$ cat config.mk
export PLATFORM = sky130hd
export DESIGN_NAME = cond_unit
export DESIGN_NICKNAME = d
export VERILOG_FILES = /design/src/rtl/cond_unit.sv
export SDC_FILE = /design/constraint.sdc
export NUM_CORES = 1
export LEC_CHECK = 0
export CORE_MARGIN = 2
export CORE_UTILIZATION = 33
export DETAILED_ROUTE_END_ITERATION = 12
export PLACE_DENSITY = 0.73
export SYNTH_ARGS = -nofsm -noshare
export SYNTH_HDL_FRONTEND = slang
export SYNTH_SLANG_ARGS = --single-unit
$ cat constraint.sdc
create_clock -name clk -period 2.6 [get_ports clk]
set_clock_uncertainty 0.05 [all_clocks]
set_input_delay 0.78 -clock clk [delete_from_list [all_inputs] [get_ports clk]]
set_output_delay 0.78 -clock clk [all_outputs]
set_load 0.05 [all_outputs]
$ cat src/rtl/cond_unit.sv
// Conditional-execution stage after the ALU: holds the NZCV flags, evaluates the
// instruction condition field and gates the decoder write strobes.
module cond_unit #(
  parameter logic [3:0] RESET_FLAGS = 4'b0000
) (
  input  logic       clk,
  input  logic       reset,
  input  logic       en,
  input  logic [3:0] cond,
  input  logic [1:0] flag_w,
  input  logic       pcs_in,
  input  logic       reg_w_in,
  input  logic       mem_w_in,
  input  logic       no_write,
  input  logic       alu_negative,
  input  logic       alu_zero,
  input  logic       alu_carry,
  input  logic       alu_overflow,
  output logic       cond_ex,
  output logic       pc_src,
  output logic       reg_write,
  output logic       mem_write,
  output logic [3:0] flags,
  output logic       illegal_cond
);

  logic [3:0] flags_q, flags_d;
  logic       n_flag, z_flag, c_flag, v_flag;
  logic       cond_pass;
  logic       commit;

  assign {n_flag, z_flag, c_flag, v_flag} = flags_q;

  always_comb begin
    cond_pass = 1'b0;
    case (cond)
      4'b0000: cond_pass = z_flag;
      4'b0001: cond_pass = ~z_flag;
      4'b0010: cond_pass = c_flag;
      4'b0011: cond_pass = ~c_flag;
      4'b0100: cond_pass = n_flag;
      4'b0101: cond_pass = ~n_flag;
      4'b0110: cond_pass = v_flag;
      4'b0111: cond_pass = ~v_flag;
      4'b1000: cond_pass = c_flag & ~z_flag;
      4'b1001: cond_pass = ~c_flag | z_flag;
      4'b1010: cond_pass = (n_flag == v_flag);
      4'b1011: cond_pass = (n_flag != v_flag);
      4'b1100: cond_pass = ~z_flag & (n_flag == v_flag);
      4'b1101: cond_pass = z_flag | (n_flag != v_flag);
      4'b1110: cond_pass = 1'b1;
      default: cond_pass = 1'b0;
    endcase
  end

  assign cond_ex      = cond_pass;
  assign commit       = en & cond_pass;
  assign pc_src       = pcs_in & commit;
  assign reg_write    = reg_w_in & ~no_write & commit;
  assign mem_write    = mem_w_in & commit;
  assign illegal_cond = en & (cond == 4'b1111);
  assign flags        = flags_q;

  // Each flag pair updates independently; the evaluation above uses the old flags.
  always_comb begin
    flags_d = flags_q;
    if (commit) begin
      if (flag_w[1]) flags_d[3:2] = {alu_negative, alu_zero};
      if (flag_w[0]) flags_d[1:0] = {alu_carry, alu_overflow};
    end
  end

  always_ff @(posedge clk) begin
    if (reset) flags_q <= RESET_FLAGS;
    else       flags_q <= flags_d;
  end

endmodule
## Word level (Yosys, flattened, before mapping)

Cells that the tools add are included.

| word-level totals | value |
|---|---|
| register bits after elaboration | 4 |
| bits of input ports | 17 |
| output and inout port bits | 9 |
| logic and storage cells | 38 |

| operators by class | value |
|---|---|
| equality and inequality tests | 17 |
| multiplexer cells | 1 |
| bitwise operators | 15 |
| reductions and logical operators | 3 |

Operators by type and width:

| kind | count |
|---|---|
| $eq A4 B4 Y1 const B | 8 |
| $eq A4 B3 Y1 const B | 4 |
| $pmux W1 S15 | 1 |
| $and A1 B1 Y1 | 8 |
| $eq A4 B2 Y1 const B | 2 |
| $not A1 Y1 | 5 |
| $eq A4 B1 Y1 const B | 1 |
| $logic_not A4 Y1 | 1 |
| $reduce_and A2 Y1 | 2 |
| $or A1 B1 Y1 | 2 |
| $eq A1 B1 Y1 | 1 |
| $ne A1 B1 Y1 | 1 |

## Longest topological paths before layout

| depth | value |
|---|---|
| word-level depth | 5 |
| mapped depth | 7 |

## Worst setup path before layout

Ideal clock, no wire load.

| timing path | value |
|---|---|
| kind | input-to-output |
| start point | input port cond[3] |
| end point | output port reg_write |
| arrival | 2.234 ns |
| path slack | -0.464 ns |
| stages on the path | 7 |
| path buffers | 1 |
| cells stage by stage | buf_4 > a21oi_1 > o21ai_0 > a311oi_1 > nor4_4 > nor2b_2 > and3b_1 |

| between the ends | value |
|---|---|
| cells in the longest elaborated chain, start to end | 4 |
| elaborated cells on any way between the ends | 18 |

Ends and longest elaborated chain:

| element | RTL line | RTL |
|---|---|---|
| start, declared | 9 | `input logic [3:0] cond,` |
| $eq A4 B4 Y1 (tied with other cells) | 36 | `case (cond)` |
| $pmux W1 S15 * | 36 |  |
| $and A1 B1 Y1 * | 57 | `assign commit = en & cond_pass;` |
| $and A1 B1 Y1 * | 59 | `assign reg_write = reg_w_in & ~no_write & commit;` |
| end, declared | 21 | `output logic reg_write,` |

Mark *: on every way between the ends. The rest lies on a longest branch, timed or not.

## Worst setup path in the final report

| timing path | value |
|---|---|
| start point | input port cond[0] |
| end point | output port reg_write |

The elaborated chain is that of the path after synthesis.

==> results.yml <==
cells_and_area:
  seq_area_um2: 80.1
  largest_register_ff_count: 4
  antennaDiodeCount: 0
  finalNetCount: 116
  multi_input_area_um2: 410
  fillers: 108
  finalNonFillerCells: 112
  final_area_um2: 946
  drive_above_1_share_pct: 49.5
  layout_commonest_cell: "clkdlybuf4s50_1"
  layout_common_cells: "16 x clkdlybuf4s50_1, 13 x buf_4, 6 x mux2i_1, 6 x nand2_1, 5 x nand2b_1"
  syn2layout_area_growth_pct: 101
grt:
  grt_pass1_vias: 542
  grt_pass1_wl_mm: 2.21
  grtUsageTotal_pct: 15.7
  grt_remaining_overflow: 0
  grt_max_degree: 9
  antenna_found_initial: 0
outcome:
  violations: "setup timing"
  status: "finished with violations"
power_and_ir_drop:
  p_per_area_nw_per_um2: 322
  peakVddDrop_uv: 188
  leakage_nw: 0.388
synth:
  synth_simple_gate_area_share_pct: 42.8
  ys_seq_area_share_pct: 17.0
  synth_fa_ha_area_share_pct: 0
  synthCells: 57
  synth_compound_gate_area_share_pct: 13.0
  synth-edff-count: 0
  synth_flop_cell: "dfxtp_1"
  syn_area_um2: 470
  ys_types: 30
  syn_area_per_cell_um2: 8.25
  synth_top_family_by_area: "simple AND/OR/NAND/NOR gates"
  synth-xor-area-share_pct: 7.18
  ys_warn_count: 0
  async_reset_ff_share_pct: 0
  synth_seq_cells: 4
  syn_nets: 74
  synthMuxAreaShare_pct: 12.8
placed_design:
  post-place-ws_ns: -0.913
  post-dp-hpwl_um: 957
  gp_congestion: 0.760
  placed_area_um2: 848
  dpl.cell_count: 106
  port_buffers: 25
clock_network:
  h-tree-depth: 1
  cts_tree: "yes"
  clockRootBuffer: "clkbuf_4"
  cts_sinks: 4
  clock_latency_ns: 0.23
  clk_pin_slew_ns: 0.03
  cts_buffers: 3
  ctsLongestPathBuffers: 2
worst_hold_path:
  min_from: "flags[2]"
  hold_depth: 2
  holdPathEnd: "flags[2]"
  hold_path_class: "flop to flop"
sta:
  hold_viol_final: 0
  worst_slack_ns: -0.438
  relSlewSlack_pct: 66.9
  worst_pin_slew_ns: 0.496
  drv_slew: 0
  min_period_over_period_pct: 117
  fin_crit_ns: 3.04
  rsz0062_at_grt: "true"
  hold_slack_ns: 0.580
  fmax_mhz: 329
  setup_viol: 4
route:
  wl_per_cell_um: 10.5
  drc: 0
  routed_wl_mm: 1.17
  drt_iter0_drc: 1
  route.vias.total: 539
  postRouteAntennaNets: 0
  avgViaCountPerCell: 4.81
  dr.pass1.iters: 2
setup_path:
  crit_type: "input port to output pin"
  arrival_ns: 2.21
  cpPeakStageDelay_ns: 0.34
  path_cells: "buf_8 -> buf_4 -> buf_4 -> nor2_2 -> nand3_1 -> a311oi_2 -> nor4_4 -> nor2b_2 -> and3b_2 -> buf_8"
  crit_path_end_kind: "output pin"
  reg2reg_slack_ns: 0.67
  startpoint_type: "input port"
  path_max_fanout: 4
  cpMaxStageDelayCell: "a311oi_2"
  rr_worst_depth: 9
  r2r-start: "flags[3]"
  worst_r2r_endpoint: "flags[0]"
  required_ns: 1.77
floorplanning:
  rows: 13
  die_h_um: 41.8
  die_area_um2: 1740
  ios: 26
  core-area_um2: 1320
  die_w_um: 41.8
  initial_core_util_pct: 35.7
flow_run:
  cap_violations: 0
## stage by stage
step | power [mW] | setup TNS (ns) | util, %
CTS | 0.306 | -1.94 | 70.8
global route | 0.326 | -1.79 | 71.8
floorplan | 0.151 | -0.906 | -
global placement | 0.213 | -4.14 | 64.4
finish | 0.305 | -1.47 | 71.8
detailed placement | 0.214 | -4.47 | 64.4
## synthesized netlist by cell type (2+ instances only)
cell	count	area (µm²)
mux2i_1	6	60.1
nor2_2	2	12.5
dfxtp_1	4	80.1
nor2_1	3	11.3
nand3_1	2	10.0
nand2_1	6	22.5
buf_4	2	15.0
inv_1	2	7.51
and2_1	2	12.5
o21ai_0	2	10.0
nand2b_1	5	31.3
or2b_1	3	22.5
## how the worst max path moves through the flow
stage	end	slack (ns)	from	cells after the start
final	reg_write	-0.44	cond[0]	10
after global routing	reg_write	-0.51	cond[0]	10
after CTS	reg_write	-0.55	cond[0]	10
after detailed placement	reg_write	-0.91	cond[2]	10
after global placement	reg_write	-0.88	cond[0]	9
after floorplan	reg_write	-0.32	cond[0]	7
## kinds of logic (layout without fill, tap and decap cells)
kind of cell | Yosys count | in the layout
DFF | 4 | 4
buffers and inverters | 5 | 45
AOI/OAI and AO/OA | 8 | 8
and+or+nand+nor | 31 | 31
muxes | 6 | 6
xor gates and xnor gates | 3 | 3
## power by group
group	internal (mW)	switching (mW)	leakage (nW)
Sequential	0.0645	0.00498	0.0325
Clock	0.0514	0.0220	0.0138
Combinational	0.0882	0.0736	0.342
## routing by layer
layer	GRT usage (%)	vias to the layer above	wire [µm]	share of wire [%]
li1	-	280	-	-
met1	20.6	247	533	45
met2	25.9	12	594	51
met3	3.04	0	45	3.8
met4	3.87	0	0	0
met5	0	-	0	0
## critical path: cells and delay by family
family | cells | cell delay [ns]
AOI/OAI and AO/OA | 1 | 0.34
buffers and inverters | 4 | 0.50
and+or+nand+nor | 5 | 0.60
## layout make-up
cell class / instances / share of cell area [%]
clock buffers: 3 / 2.38
inverters: 2 / 0.794
multi-input cells: 48 / 43.4
flip-flops and latches: 4 / 8.47
well taps: 15 / 1.98
repair buffers: 40 / 43.0
## timing repair
action | CTS | global route
cloned | 0 | 0
hold buffers | 0 | 0
endpoints found under the setup margin | 5 | 5
pin swaps | 5 | 8
buffers inserted | 4 | 1
resized for setup | 25 | 8
No activity file was read; power rests on OpenSTA's default activity.
